==> src/rtl/fc_train_sequencer.sv <==
// fc_train_sequencer: control FSM that walks one dataset through the FC
// forward, backward and weight-update engines, one sample at a time.
//
// Ports:
//   clk, rst                    clock, synchronous active-high reset
//   start, abort                run request (IDLE only) / level abort to IDLE
//   train_en, num_samples,      run configuration, captured on an accepted start
//   batch_size
//   fwd/bwd/upd_start           one-cycle engine start pulses
//   fwd/bwd/upd_done            engine done levels; completion = rising edge
//   sample_idx                  sample currently being processed
//   busy, done                  not-IDLE flag / normal completion pulse
//   error, err_code             sticky error, 1 fwd / 2 bwd / 3 upd timeout
module fc_train_sequencer #(
  parameter int unsigned IDX_W   = 16,
  parameter int unsigned BATCH_W = 8,
  parameter int unsigned TIMEOUT = 4096
) (
  input  logic               clk,
  input  logic               rst,
  input  logic               start,
  input  logic               abort,
  input  logic               train_en,
  input  logic [IDX_W-1:0]   num_samples,
  input  logic [BATCH_W-1:0] batch_size,
  output logic               fwd_start,
  input  logic               fwd_done,
  output logic               bwd_start,
  input  logic               bwd_done,
  output logic               upd_start,
  input  logic               upd_done,
  output logic [IDX_W-1:0]   sample_idx,
  output logic               busy,
  output logic               done,
  output logic               error,
  output logic [1:0]         err_code
);

  localparam int unsigned WD_W = (TIMEOUT > 2) ? $clog2(TIMEOUT) : 1;
  localparam logic [WD_W:0] WD_LAST = (WD_W+1)'(TIMEOUT - 1);

  typedef enum logic [3:0] {
    S_IDLE, S_FWD_GO, S_FWD_WAIT, S_BWD_GO, S_BWD_WAIT,
    S_UPD_GO, S_UPD_WAIT, S_NEXT, S_ERR
  } state_t;

  state_t             state, state_nx;
  logic               train_q, train_nx;
  logic [IDX_W-1:0]   num_q, num_nx;
  logic [BATCH_W-1:0] bsz_q, bsz_nx;
  logic [IDX_W-1:0]   idx_nx;
  logic [BATCH_W-1:0] bcnt, bcnt_nx, bcnt_inc;
  logic [WD_W-1:0]    wd, wd_nx;
  logic [WD_W:0]      wd_inc;
  logic               fwd_q, bwd_q, upd_q;
  logic               fwd_edge, bwd_edge, upd_edge;
  logic               wd_hit, last;
  logic               done_nx, error_nx;
  logic [1:0]         code_nx;

  // Completions are rising edges only, so a level left high by an earlier
  // operation cannot satisfy a fresh wait.
  assign fwd_edge = fwd_done & ~fwd_q;
  assign bwd_edge = bwd_done & ~bwd_q;
  assign upd_edge = upd_done & ~upd_q;

  // Timeout fires in the cycle the watchdog count would reach TIMEOUT-1.
  assign wd_inc   = {1'b0, wd} + (WD_W+1)'(1);
  assign wd_hit   = (wd_inc == WD_LAST);
  assign last     = (sample_idx == num_q - IDX_W'(1));
  assign bcnt_inc = bcnt + BATCH_W'(1);

  // State register plus all registered outputs.
  always_ff @(posedge clk) begin
    if (rst) begin
      state      <= S_IDLE;
      train_q    <= 1'b0;
      num_q      <= '0;
      bsz_q      <= '0;
      sample_idx <= '0;
      bcnt       <= '0;
      wd         <= '0;
      fwd_q      <= 1'b0;
      bwd_q      <= 1'b0;
      upd_q      <= 1'b0;
      fwd_start  <= 1'b0;
      bwd_start  <= 1'b0;
      upd_start  <= 1'b0;
      busy       <= 1'b0;
      done       <= 1'b0;
      error      <= 1'b0;
      err_code   <= 2'd0;
    end else begin
      state      <= state_nx;
      train_q    <= train_nx;
      num_q      <= num_nx;
      bsz_q      <= bsz_nx;
      sample_idx <= idx_nx;
      bcnt       <= bcnt_nx;
      wd         <= wd_nx;
      fwd_q      <= fwd_done;
      bwd_q      <= bwd_done;
      upd_q      <= upd_done;
      fwd_start  <= (state_nx == S_FWD_GO);
      bwd_start  <= (state_nx == S_BWD_GO);
      upd_start  <= (state_nx == S_UPD_GO);
      busy       <= (state_nx != S_IDLE);
      done       <= done_nx;
      error      <= error_nx;
      err_code   <= code_nx;
    end
  end

  // Next-state and next-output logic; abort overrides every transition.
  always_comb begin
    state_nx = state;
    train_nx = train_q;
    num_nx   = num_q;
    bsz_nx   = bsz_q;
    idx_nx   = sample_idx;
    bcnt_nx  = bcnt;
    wd_nx    = wd;
    done_nx  = 1'b0;
    error_nx = error;
    code_nx  = err_code;

    if (abort) begin
      state_nx = S_IDLE;
    end else begin
      unique case (state)
        S_IDLE: begin
          if (start) begin
            train_nx = train_en;
            num_nx   = num_samples;
            bsz_nx   = batch_size;
            idx_nx   = '0;
            bcnt_nx  = '0;
            error_nx = 1'b0;
            code_nx  = 2'd0;
            if ((num_samples == '0) || (batch_size == '0)) begin
              done_nx = 1'b1;
            end else begin
              state_nx = S_FWD_GO;
            end
          end
        end
        S_FWD_GO: begin
          wd_nx    = '0;
          state_nx = S_FWD_WAIT;
        end
        S_FWD_WAIT: begin
          if (fwd_edge) begin
            state_nx = train_q ? S_BWD_GO : S_NEXT;
          end else if (wd_hit) begin
            state_nx = S_ERR;
            error_nx = 1'b1;
            code_nx  = 2'd1;
          end else begin
            wd_nx = wd_inc[WD_W-1:0];
          end
        end
        S_BWD_GO: begin
          wd_nx    = '0;
          state_nx = S_BWD_WAIT;
        end
        S_BWD_WAIT: begin
          if (bwd_edge) begin
            // A short final batch still gets its weight update.
            if ((bcnt_inc == bsz_q) || last) begin
              state_nx = S_UPD_GO;
              bcnt_nx  = '0;
            end else begin
              state_nx = S_NEXT;
              bcnt_nx  = bcnt_inc;
            end
          end else if (wd_hit) begin
            state_nx = S_ERR;
            error_nx = 1'b1;
            code_nx  = 2'd2;
          end else begin
            wd_nx = wd_inc[WD_W-1:0];
          end
        end
        S_UPD_GO: begin
          wd_nx    = '0;
          state_nx = S_UPD_WAIT;
        end
        S_UPD_WAIT: begin
          if (upd_edge) begin
            state_nx = S_NEXT;
          end else if (wd_hit) begin
            state_nx = S_ERR;
            error_nx = 1'b1;
            code_nx  = 2'd3;
          end else begin
            wd_nx = wd_inc[WD_W-1:0];
          end
        end
        S_NEXT: begin
          if (last) begin
            done_nx  = 1'b1;
            state_nx = S_IDLE;
          end else begin
            idx_nx   = sample_idx + IDX_W'(1);
            state_nx = S_FWD_GO;
          end
        end
        S_ERR: begin
          state_nx = S_IDLE;
        end
        default: begin
          state_nx = S_IDLE;
        end
      endcase
    end
  end

endmodule
==> config.mk <==
export PLATFORM = sky130hd
export DESIGN_NAME = fc_train_sequencer
export DESIGN_NICKNAME = d
export VERILOG_FILES = /design/src/rtl/fc_train_sequencer.sv
export SDC_FILE = /design/constraint.sdc
export NUM_CORES = 1
export LEC_CHECK = 0
export BUFFER_PORTS_ARGS = -buffer_cell sky130_fd_sc_hd__clkbuf_2
export CAP_MARGIN = 5
export CELL_PAD_IN_SITES_DETAIL_PLACEMENT = 1
export CELL_PAD_IN_SITES_GLOBAL_PLACEMENT = 1
export CORE_ASPECT_RATIO = 0.75
export CORE_MARGIN = 4
export CORE_UTILIZATION = 25
export DETAILED_ROUTE_END_ITERATION = 6
export GPL_ROUTABILITY_DRIVEN = 0
export GPL_TIMING_DRIVEN = 0
export PLACE_DENSITY_LB_ADDON = 0.1
export SLEW_MARGIN = 20
export SYNTH_ARGS = -nofsm -noshare
export SYNTH_HDL_FRONTEND = slang
export SYNTH_SLANG_ARGS = --single-unit
==> constraint.sdc <==
create_clock -name clk -period 4.5 [get_ports clk]
set_clock_uncertainty 0.1 [all_clocks]
set_input_delay 0.225 -clock clk [delete_from_list [all_inputs] [get_ports clk]]
set_output_delay 0.225 -clock clk [all_outputs]
set_load 0.01 [all_outputs]
==> results of run 1 <==
==> state kept, by name, summed over array words and instances, names as in the netlist <==
name,count
err_code,2
done,1
state,4
bwd_start,1
upd_q,1
wd,12
fwd_start,1
fwd_q,1
bsz_q,8
bcnt,8
busy,1
bwd_q,1
num_q,16
sample_idx,16
upd_start,1
error,1
train_q,1
==> per-layer routing <==
metal	global-route usage, %	vias to the layer above
met5	0	-
met2	25.3	45
li1	-	2253
met3	3.22	15
met4	3.70	0
met1	21.6	2224
==> cell families (layout without fill, tap and decap cells) <==
group                      count (synthesis)  count (layout)
and+or+nand+nor                          275             275
AOI/OAI and AO/OA                        144             144
DFF                                       76              76
buffers and inverters                     42             111
xor gates and xnor gates                  30              30
muxes                                      9               9
adders and majority gates                  5               5
==> report_power, final <==
group	internal (uW)	total [uW]	switching (uW)
logic	79.2	214	135
clock network	400	695	295
registers	687	702	14.3
==> worst register-to-register path, stage by stage (launching register included) <==
cell and delay, ns:
dfxtp_1 0.35, inv_1 0.08, ha_1 0.25, nor3b_1 0.70
nand4_1 0.30, xnor2_1 0.25, nand3_1 0.21, a2111oi_2 0.52
buf_4 0.33, buf_8 0.17, nor3_1 0.05, a221o_1 0.26
==> per-stage QoR <==
step                total power, uW  area, sq um  std cells
floorplan                       859         4560        581
global placement                926         5130        877
CTS                            1640         5410        892
finish                         1610         5410        892
detailed placement              932         5130        877
global route                   1690         5410        892
==> worst max-delay path by stage <==
stage	from	endpoint	slack, ns	depth (start not counted)
global route	num_q[0]$_SDFFE_PP0P_	bcnt[4]$_SDFFE_PP0P_	0.59	11
detailed placement	num_q[0]$_SDFFE_PP0P_	bcnt[6]$_SDFFE_PP0P_	0.84	11
CTS	num_q[0]$_SDFFE_PP0P_	bcnt[6]$_SDFFE_PP0P_	0.80	11
floorplan	num_q[0]$_SDFFE_PP0P_	bcnt[4]$_SDFFE_PP0P_	1.47	11
finish	num_q[0]$_SDFFE_PP0P_	bcnt[4]$_SDFFE_PP0P_	0.81	11
global placement	num_q[0]$_SDFFE_PP0P_	bcnt[5]$_SDFFE_PP0P_	0.88	11
==> cells in the mapped netlist, types with 6 or more instances <==
cell type   n
nor3_1     17
xnor2_1    24
nand3b_1    8
nand3_1    15
xor2_1      6
nor4_1      8
mux2i_1     8
nand4_1    12
nor2b_1     8
and3_1      8
inv_1       6
nor2_1     40
or4_1      11
or3_1      16
clkbuf_1   31
nand2b_1   13
a21oi_1    58
o31ai_1     8
o21ai_0    20
o21ai_1     6
nand2_1    85
or2_2       6
dfxtp_1    76
==> area by class of cell <==
cell class,instances,area (sq um)
Fill cell,2206,12400
Inverter,6,22.5
Buffer,36,158
Clock buffer,13,260
Sequential cell,76,1520
Timing Repair Buffer,54,270
Tap cell,242,303
Clock inverter,2,10.0
Multi-Input combinational cell,463,2860
==> results by group, run 1 <==
Synthesis
  – Post-Synthesis Cells: 581
  – Post-synthesis adder-cell area fraction: 1.37%
  – Count of state elements after synthesis: 76
  – Post-synth EDFFs: 0
  – Post-Synth XOR/XNOR Area: 5.76%
  – Post-synthesis sequential area ratio: 33.4%
  – Synth top area share: 33.4%
  – Average cell area after synthesis: 7.85 sq um
  – Distinct cell type count of the synthesized netlist: 68
  – Ys async rst share: 0%
  – Largest family of logic cells by synthesized area: simple AND/OR/NAND/NOR gates
  – Multiplexer area fraction after synthesis: 2.00%
  – Synthesized cell area: 4560 sq um
  – Mapped Nets: 618
  – Synth Flop Type: dfxtp_1
  – Compound-Gate Fraction of Synth Area: 21.6%
  – Largest cells by area after synthesis: dfxtp_1, nand2_1, a21oi_1
  – Yosys warning total: 0
  – Simple-gate share of the synthesized area: 32.0%
  – Area leader, netlist: dfxtp_1

Setup path
  – Setup CP Type: register to register
  – Worst r2r src: num_q[0]$_SDFFE_PP0P_
  – Worst R2R Path Depth: 11
  – Buf+Inv Stages, Crit Path: 3
  – CP Data Required Time: 4.63 ns
  – CP startpoint kind: register
  – CP peak stage delay: 0.70 ns
  – CP cell instances: inv_1 > ha_1 > nor3b_1 > nand4_1 > xnor2_1 > nand3_1 > a2111oi_2 > buf_4 > buf_8 > nor3_1 > a221o_1
  – Worst reg-to-reg setup slack: 0.81 ns
  – Critical Path AT: 3.82 ns
  – CP top delay family: simple AND/OR/NAND/NOR gates
  – CP max stage cell: nor3b_1
  – Worst r2r dst: bcnt[4]$_SDFFE_PP0P_
  – Crit path capture type: register
  – Worst-path fanout max: 10

Drt
  – DR WL met2: 7.22 mm
  – WL met3: 409 um
  – Initial DRC Count: 209
  – Final ANT Viol Nets: 0
  – Drt pass-1 iters: 4
  – Routed len/inst: 17.5 um
  – Via count: 4,537
  – Max Used Layer: met4
  – Metal-1 WL: 7.84 mm
  – DRC Markers: 0
  – WL final: 15.6 mm
  – Via/cell ratio: 5.09

Worst hold path
  – Worst hold start: train_en
  – Hold path cells: 3
  – Hold crit path type: input port to register
  – Hold Crit Endpoint: train_q$_SDFFE_PP0P_

Run status
  – Outcome: completed

Die
  – I/O pin cnt: 56
  – Die area: 20,500 sq um
  – Die width: 164 um
  – Initial Util: 25.7%
  – Core footprint: 17,800 sq um
  – Rows: 42
  – DIE HEIGHT: 125 um

Power and ir drop
  – Pleak: 0.00182 uW
  – Pwr Density: 298 nW/um^2
  – Max rail drop VDD: 0.000137 V

Layout
  – Synth-to-layout area growth: 18.5%
  – Layout cells sized above 1: 14.0%
  – Final #Nets: 683
  – Final Util: 30.4%
  – Highest-count cells in the layout ignoring fill and taps: nand2_1, dfxtp_1, a21oi_1
  – Most common cell after layout, fill and taps aside: nand2_1
  – Ant. Diodes: 0

Global routing
  – Gr usage total: 15.7%
  – Initial antenna violation count: 0
  – Vias in the first global route: 4,669
  – First-pass GRT wire length: 25.7 mm
  – Grt ovf: 0
  – Pin count of the biggest net entering global routing: 12

Clock network
  – Setup Fix Bufs, Post-CTS: 0
  – Clock slew at reported path FFs: 0.06 ns
  – Clock Root Buffer: clkbuf_16
  – Cts repair resizes: 0
  – Hold-fix buffers, CTS: 0
  – CTS tree: yes
  – # clock sinks: 76
  – Clk_lat worst skew: 0.34 ns
  – Htree depth: 3
  – Total CTS buffers: 9
  – Worst-case clock buffer depth: 2

STA
  – Final hold vios: 0
  – Fin crit share: 82.1%
  – RSZ-0062 raised after global routing: no
  – Slew headroom: 42.2%
  – Fin. max-slew vios: 0
  – Setup violators final: 0
  – Worst hold slack: 0.0129 ns
  – Max Clock Freq: 271 MHz
  – Least-Margin Pin Slew: 0.859 ns
  – Total negative slack: 0 ns
  – Fin worst setup slack: 0.806 ns
  – Fin crit period: 3.69 ns

Placed design
  – Detail Placement HPWL: 12.1 mm
  – Port-buffer cells: 54
  – Placement Setup Slack: 0.835 ns

Flow run
  – Max_cap viols: 0
No activity file was read; power rests on OpenSTA's default activity.
==> inputs of run 2 (changes only) <==
==> constraint.sdc (replaced) <==
create_clock -name clk -period 3.3 [get_ports clk]
set_clock_uncertainty 0.1 [all_clocks]
set_input_delay 0.165 -clock clk [delete_from_list [all_inputs] [get_ports clk]]
set_output_delay 0.165 -clock clk [all_outputs]
set_load 0.01 [all_outputs]
==> results by group, run 2 (synthesized netlist as in run 1, its figures left out) <==
Run status
  – Outcome: completed

Die
  – Die width: 164 um
  – Rows: 42
  – I/O pin cnt: 56
  – Die area: 20,500 sq um
  – Core footprint: 17,800 sq um
  – Initial Util: 25.7%
  – DIE HEIGHT: 125 um

Drt
  – Routed len/inst: 17.7 um
  – Via/cell ratio: 5.06
  – Via count: 4,676
  – Initial DRC Count: 192
  – Final ANT Viol Nets: 0
  – WL final: 16.3 mm
  – Drt pass-1 iters: 4
  – DRC Markers: 0

Global routing
  – Vias in the first global route: 4,795
  – Gr usage total: 16.3%
  – Initial antenna violation count: 0
  – First-pass GRT wire length: 26.7 mm
  – Busiest grt layer: met2
  – Met3 Use GR: 3.13%
  – Pin count of the biggest net entering global routing: 12
  – Met2 Usage GRT: 26.8%
  – Grt ovf: 0
  – Met1 usage in global routing: 22.3%

Placed design
  – Port-buffer cells: 54
  – Detail Placement HPWL: 12.1 mm

STA
  – RSZ-0062 raised after global routing: yes
  – Final hold vios: 0
  – Total negative slack: 0 ns
  – Slew headroom: 45.6%
  – Fin crit period: 3.18 ns
  – Fin crit share: 96.4%
  – Fin. max-slew vios: 0
  – Setup violators final: 0
  – Worst hold slack: 0.251 ns
  – Least-Margin Pin Slew: 0.805 ns
  – Max Clock Freq: 314 MHz

Clock network
  – Worst-case clock buffer depth: 2
  – CTS tree: yes
  – Htree depth: 3
  – Clock Root Buffer: clkbuf_16
  – Total CTS buffers: 9
  – Clk_lat worst skew: 0.34 ns
  – Clock slew at reported path FFs: 0.06 ns
  – # clock sinks: 76

Layout
  – Final #Nets: 715
  – Most common cell after layout, fill and taps aside: nand2_1
  – Ant. Diodes: 0
  – Synth-to-layout area growth: 27.8%
  – Highest-count cells in the layout ignoring fill and taps: nand2_1, dfxtp_1, a21oi_1
  – Largest regs: num_q (16), sample_idx (16), wd (12)
  – Fillcell total: 2,198
  – Layout cells sized above 1: 16.6%

Setup path
  – Setup CP Type: register to register
  – CP startpoint kind: register
  – Crit path capture type: register
  – CP peak stage delay: 0.59 ns
  – CP max stage cell: or4_4
  – Critical Path AT: 3.31 ns
  – Worst-path fanout max: 9
  – Most frequent CP cell: a2111oi_4
  – CP Data Required Time: 3.43 ns
  – CP cell instances: or4_4 > or3_4 > a2111oi_4 > nand3_2 > a2111oi_4 > buf_6 > buf_8 > nor3_1 > a221o_1

Flow run
  – Max_cap viols: 0

Power and ir drop
  – Pwr Density: 386 nW/um^2
  – Max rail drop VDD: 0.000192 V
  – Pleak: 0.00199 uW

Worst hold path
  – Hold crit path type: input port to register
==> run 2: cell types whose count changed in the layout (fill, tap and decap cells not counted), moves of 2 or more <==
cell,change
dlygate4sd3_1,+28
dfxtp_2,+2
a2111oi_0,-2
inv_1,-2
dfxtp_1,-2
buf_4,+5
clkbuf_1,-3
inv_2,+2
==> run 2: critical path: cells and delay by family (launching register included) <==
family	cells	cell delay, ns
flops	1	0.38
simple gates	4	1.21
compound gates	3	1.00
buf+inv	2	0.35
==> run 2: per-layer routing <==
layer	part of all wire (%)	vias to the layer above	wire, um
met1	50	2301	8130
li1	-	2318	-
met4	0.97	0	159
met2	47	44	7670
met5	0	-	0
met3	2.2	13	359
==> run 2: layout make-up <==
cell class              instances  area [sq um]  area share (%)
multi-input cells             463          2960            50.8
flip-flops and latches         76          1520            26.1
repair buffers                 88           596            10.2
well taps                     242           303            5.19
clock buffers                  13           260            4.46
plain buffers                  34           155            2.66
inverters                       6          22.5           0.386
clock inverters                 2          10.0           0.172
==> run 2: worst paths after layout <==
check,startpoint,to,slack (ns),depth (start not counted)
min reg2reg,bsz_q[1]$_SDFFE_PP0P_,bsz_q[1]$_SDFFE_PP0P_,0.37,2
min,start,sample_idx[1]$_SDFFE_PP0P_,0.25,3
max,num_q[4]$_SDFFE_PP0P_,bcnt[6]$_SDFFE_PP0P_,0.12,9
max reg2reg,num_q[4]$_SDFFE_PP0P_,bcnt[6]$_SDFFE_PP0P_,0.12,9
==> run 2: stage by stage <==
| step | util (%) | worst slack [ns] | cell area, sq um | std cells | power, uW |
|---|---|---|---|---|---|
| 5_1_grt | 32.8 | -0.0178 | 5830 | 924 | 2350 |
| 6_report | 32.8 | 0.119 | 5830 | 924 | 2250 |
| 4_1_cts | 32.5 | 0.0282 | 5780 | 923 | 2280 |
| 3_5_place_dp | 28.9 | -0.365 | 5130 | 877 | 1270 |
| 2_1_floorplan | - | 0.272 | 4560 | 581 | 1170 |
| 3_3_place_gp | 28.9 | -0.315 | 5130 | 877 | 1260 |
==> run 2: report_power, final <==
part	internal, uW	switching [uW]
Clock	545	402
Sequential	937	23.6
Combinational	142	199
Total	1620	625
==> run 2: repair_timing <==
action	4_1_cts	5_1_grt
hold buffers	28	0
gates resized for setup	13	13
setup endpoints to repair	29	38
pin swaps	2	5
buffers inserted	4	2
endpoints found under the hold margin	28	0
==> inputs of run 3 (changes only) <==
--- a/config.mk
+++ b/config.mk
@@ -11,7 +11,7 @@
 export CELL_PAD_IN_SITES_GLOBAL_PLACEMENT = 1
 export CORE_ASPECT_RATIO = 0.75
 export CORE_MARGIN = 4
-export CORE_UTILIZATION = 25
+export CORE_UTILIZATION = 39
 export DETAILED_ROUTE_END_ITERATION = 6
 export GPL_ROUTABILITY_DRIVEN = 0
 export GPL_TIMING_DRIVEN = 0
==> results by group, run 3 (synthesized netlist as in run 1, its figures left out) <==
Run status
  – Outcome: finished with violations
  – Violated checks: hold timing

Setup path
  – CP Data Required Time: 3.43 ns
  – Setup CP Type: register to register
  – Most frequent CP cell: a2111oi_4
  – Worst-path fanout max: 10
  – Critical Path AT: 3.38 ns
  – CP startpoint kind: register
  – CP peak stage delay: 0.62 ns
  – Crit path capture type: register
  – CP max stage cell: or4_4
  – CP cell instances: or4_4 > or3_4 > a2111oi_4 > nand3_2 > a2111oi_4 > buf_6 > buf_8 > nor3_1 > a221o_1

Global routing
  – Vias in the first global route: 4,985
  – Initial antenna violation count: 0
  – Grt ovf: 0
  – First-pass GRT wire length: 25.8 mm
  – Gr usage total: 23.6%
  – Pin count of the biggest net entering global routing: 14

Die
  – Rows: 33
  – DIE HEIGHT: 102 um
  – Die width: 133 um
  – Core footprint: 11,200 sq um
  – I/O pin cnt: 56
  – Die area: 13,500 sq um
  – Initial Util: 40.8%

Power and ir drop
  – Pleak: 0.00198 uW
  – Max rail drop VDD: 0.000223 V
  – Pwr Density: 395 nW/um^2
  – Power, Total: 2260 uW

STA
  – Fin crit period: 3.25 ns
  – Fin. max-slew vios: 0
  – Max Clock Freq: 308 MHz
  – Setup violators final: 0
  – Fin crit share: 98.5%
  – Least-Margin Pin Slew: 0.773 ns
  – Final hold vios: 1
  – Slew headroom: 47.7%
  – Worst hold slack: -0.0000307 ns

Layout
  – Largest regs: num_q (16), sample_idx (16), wd (12)
  – Highest-count cells in the layout ignoring fill and taps: nand2_1, dfxtp_1, a21oi_1
  – Fillcell total: 1,366
  – Non-Filler Instances: 836
  – Ant. Diodes: 0
  – Final #Nets: 711
  – Synth-to-layout area growth: 25.2%
  – Layout cells sized above 1: 16.2%
  – Most common cell after layout, fill and taps aside: nand2_1

Drt
  – Initial DRC Count: 332
  – DRC Markers: 0
  – Via count: 4,796
  – WL final: 15.7 mm
  – Routed len/inst: 18.8 um
  – Via/cell ratio: 5.74
  – Drt pass-1 iters: 4
  – Final ANT Viol Nets: 0

Clock network
  – Worst-case clock buffer depth: 2
  – Clock Root Buffer: clkbuf_16
  – CTS tree: yes
  – Clk_lat worst skew: 0.34 ns
  – Total CTS buffers: 9
  – Clock slew at reported path FFs: 0.06 ns
  – # clock sinks: 76
  – Htree depth: 3

Worst hold path
  – Hold crit path type: input port to register

Placed design
  – Placed Cells incl. Taps: 792
  – Detail Placement HPWL: 11.3 mm
  – Port-buffer cells: 54

Flow run
  – Max_cap viols: 0
==> run 3: critical path, delay by kind of cell, from the launching register on <==
kind / cells / cell delay, ns
AO/OA/AOI/OAI: 3 / 1.03
buffers and inverters: 2 / 0.35
flip-flops: 1 / 0.38
AND/OR/NAND/NOR: 4 / 1.27
==> run 3: cell type report <==
| class | count | area, sq um | share of cell area [%] |
|---|---|---|---|
| multi-input cells | 463 | 2970 | 51.9 |
| flip-flops and latches | 76 | 1520 | 26.7 |
| repair buffers | 85 | 571 | 9.99 |
| clock buffers | 11 | 243 | 4.25 |
| well taps | 157 | 196 | 3.44 |
| plain buffers | 33 | 151 | 2.65 |
| clock inverters | 5 | 37.5 | 0.657 |
| inverters | 6 | 22.5 | 0.394 |
==> run 3: metal layers <==
metal / part of all wire [%] / GRT usage, % / routed length [um]
met1: 47 / 31.0 / 7370
met2: 47 / 39.4 / 7440
met3: 3.8 / 5.01 / 602
met4: 1.8 / 7.03 / 281
met5: 0 / 0 / 0
==> run 3: worst paths after layout <==
path | from | endpoint | slack [ns] | cells past startpoint
worst max-delay path | num_q[6]$_SDFFE_PP0P_ | bcnt[6]$_SDFFE_PP0P_ | 0.05 | 9
worst min-delay path | num_samples[0] | num_q[0]$_SDFFE_PP0P_ | -0.00003 | 3
worst max register to register | num_q[6]$_SDFFE_PP0P_ | bcnt[6]$_SDFFE_PP0P_ | 0.05 | 9
worst min register to register | bsz_q[4]$_SDFFE_PP0P_ | bsz_q[4]$_SDFFE_PP0P_ | 0.38 | 2
==> run 3: timing repair <==
item                       in CTS  in global routing
hold buffers                   27                  0
gates resized for setup        10                 15
setup endpoints to repair      23                 37
setup buffers                   1                  3
pin swaps                       2                  4
hold endpoints to repair       27                  0
==> run 3: where the power goes <==
part	internal [uW]	switching, uW	total [uW]
clock	532	416	948
sequential	937	26.5	964
combinational	145	199	344
total	1610	641	2260
==> run 3: stage by stage <==
step | setup TNS (ns) | hold WS, ns | worst slack [ns] | util (%) | area (sq um)
2_1_floorplan | 0 | 0.193 | 0.272 | - | 4560
3_3_place_gp | -1.42 | 0.297 | -0.182 | 44.9 | 5030
3_5_place_dp | -2.31 | 0.303 | -0.254 | 44.9 | 5030
4_1_cts | 0 | 0.00215 | 0.0182 | 50.4 | 5640
5_1_grt | -0.0571 | 0.0137 | -0.0216 | 51.0 | 5710
6_report | 0 | -0.0000307 | 0.0494 | 51.0 | 5710
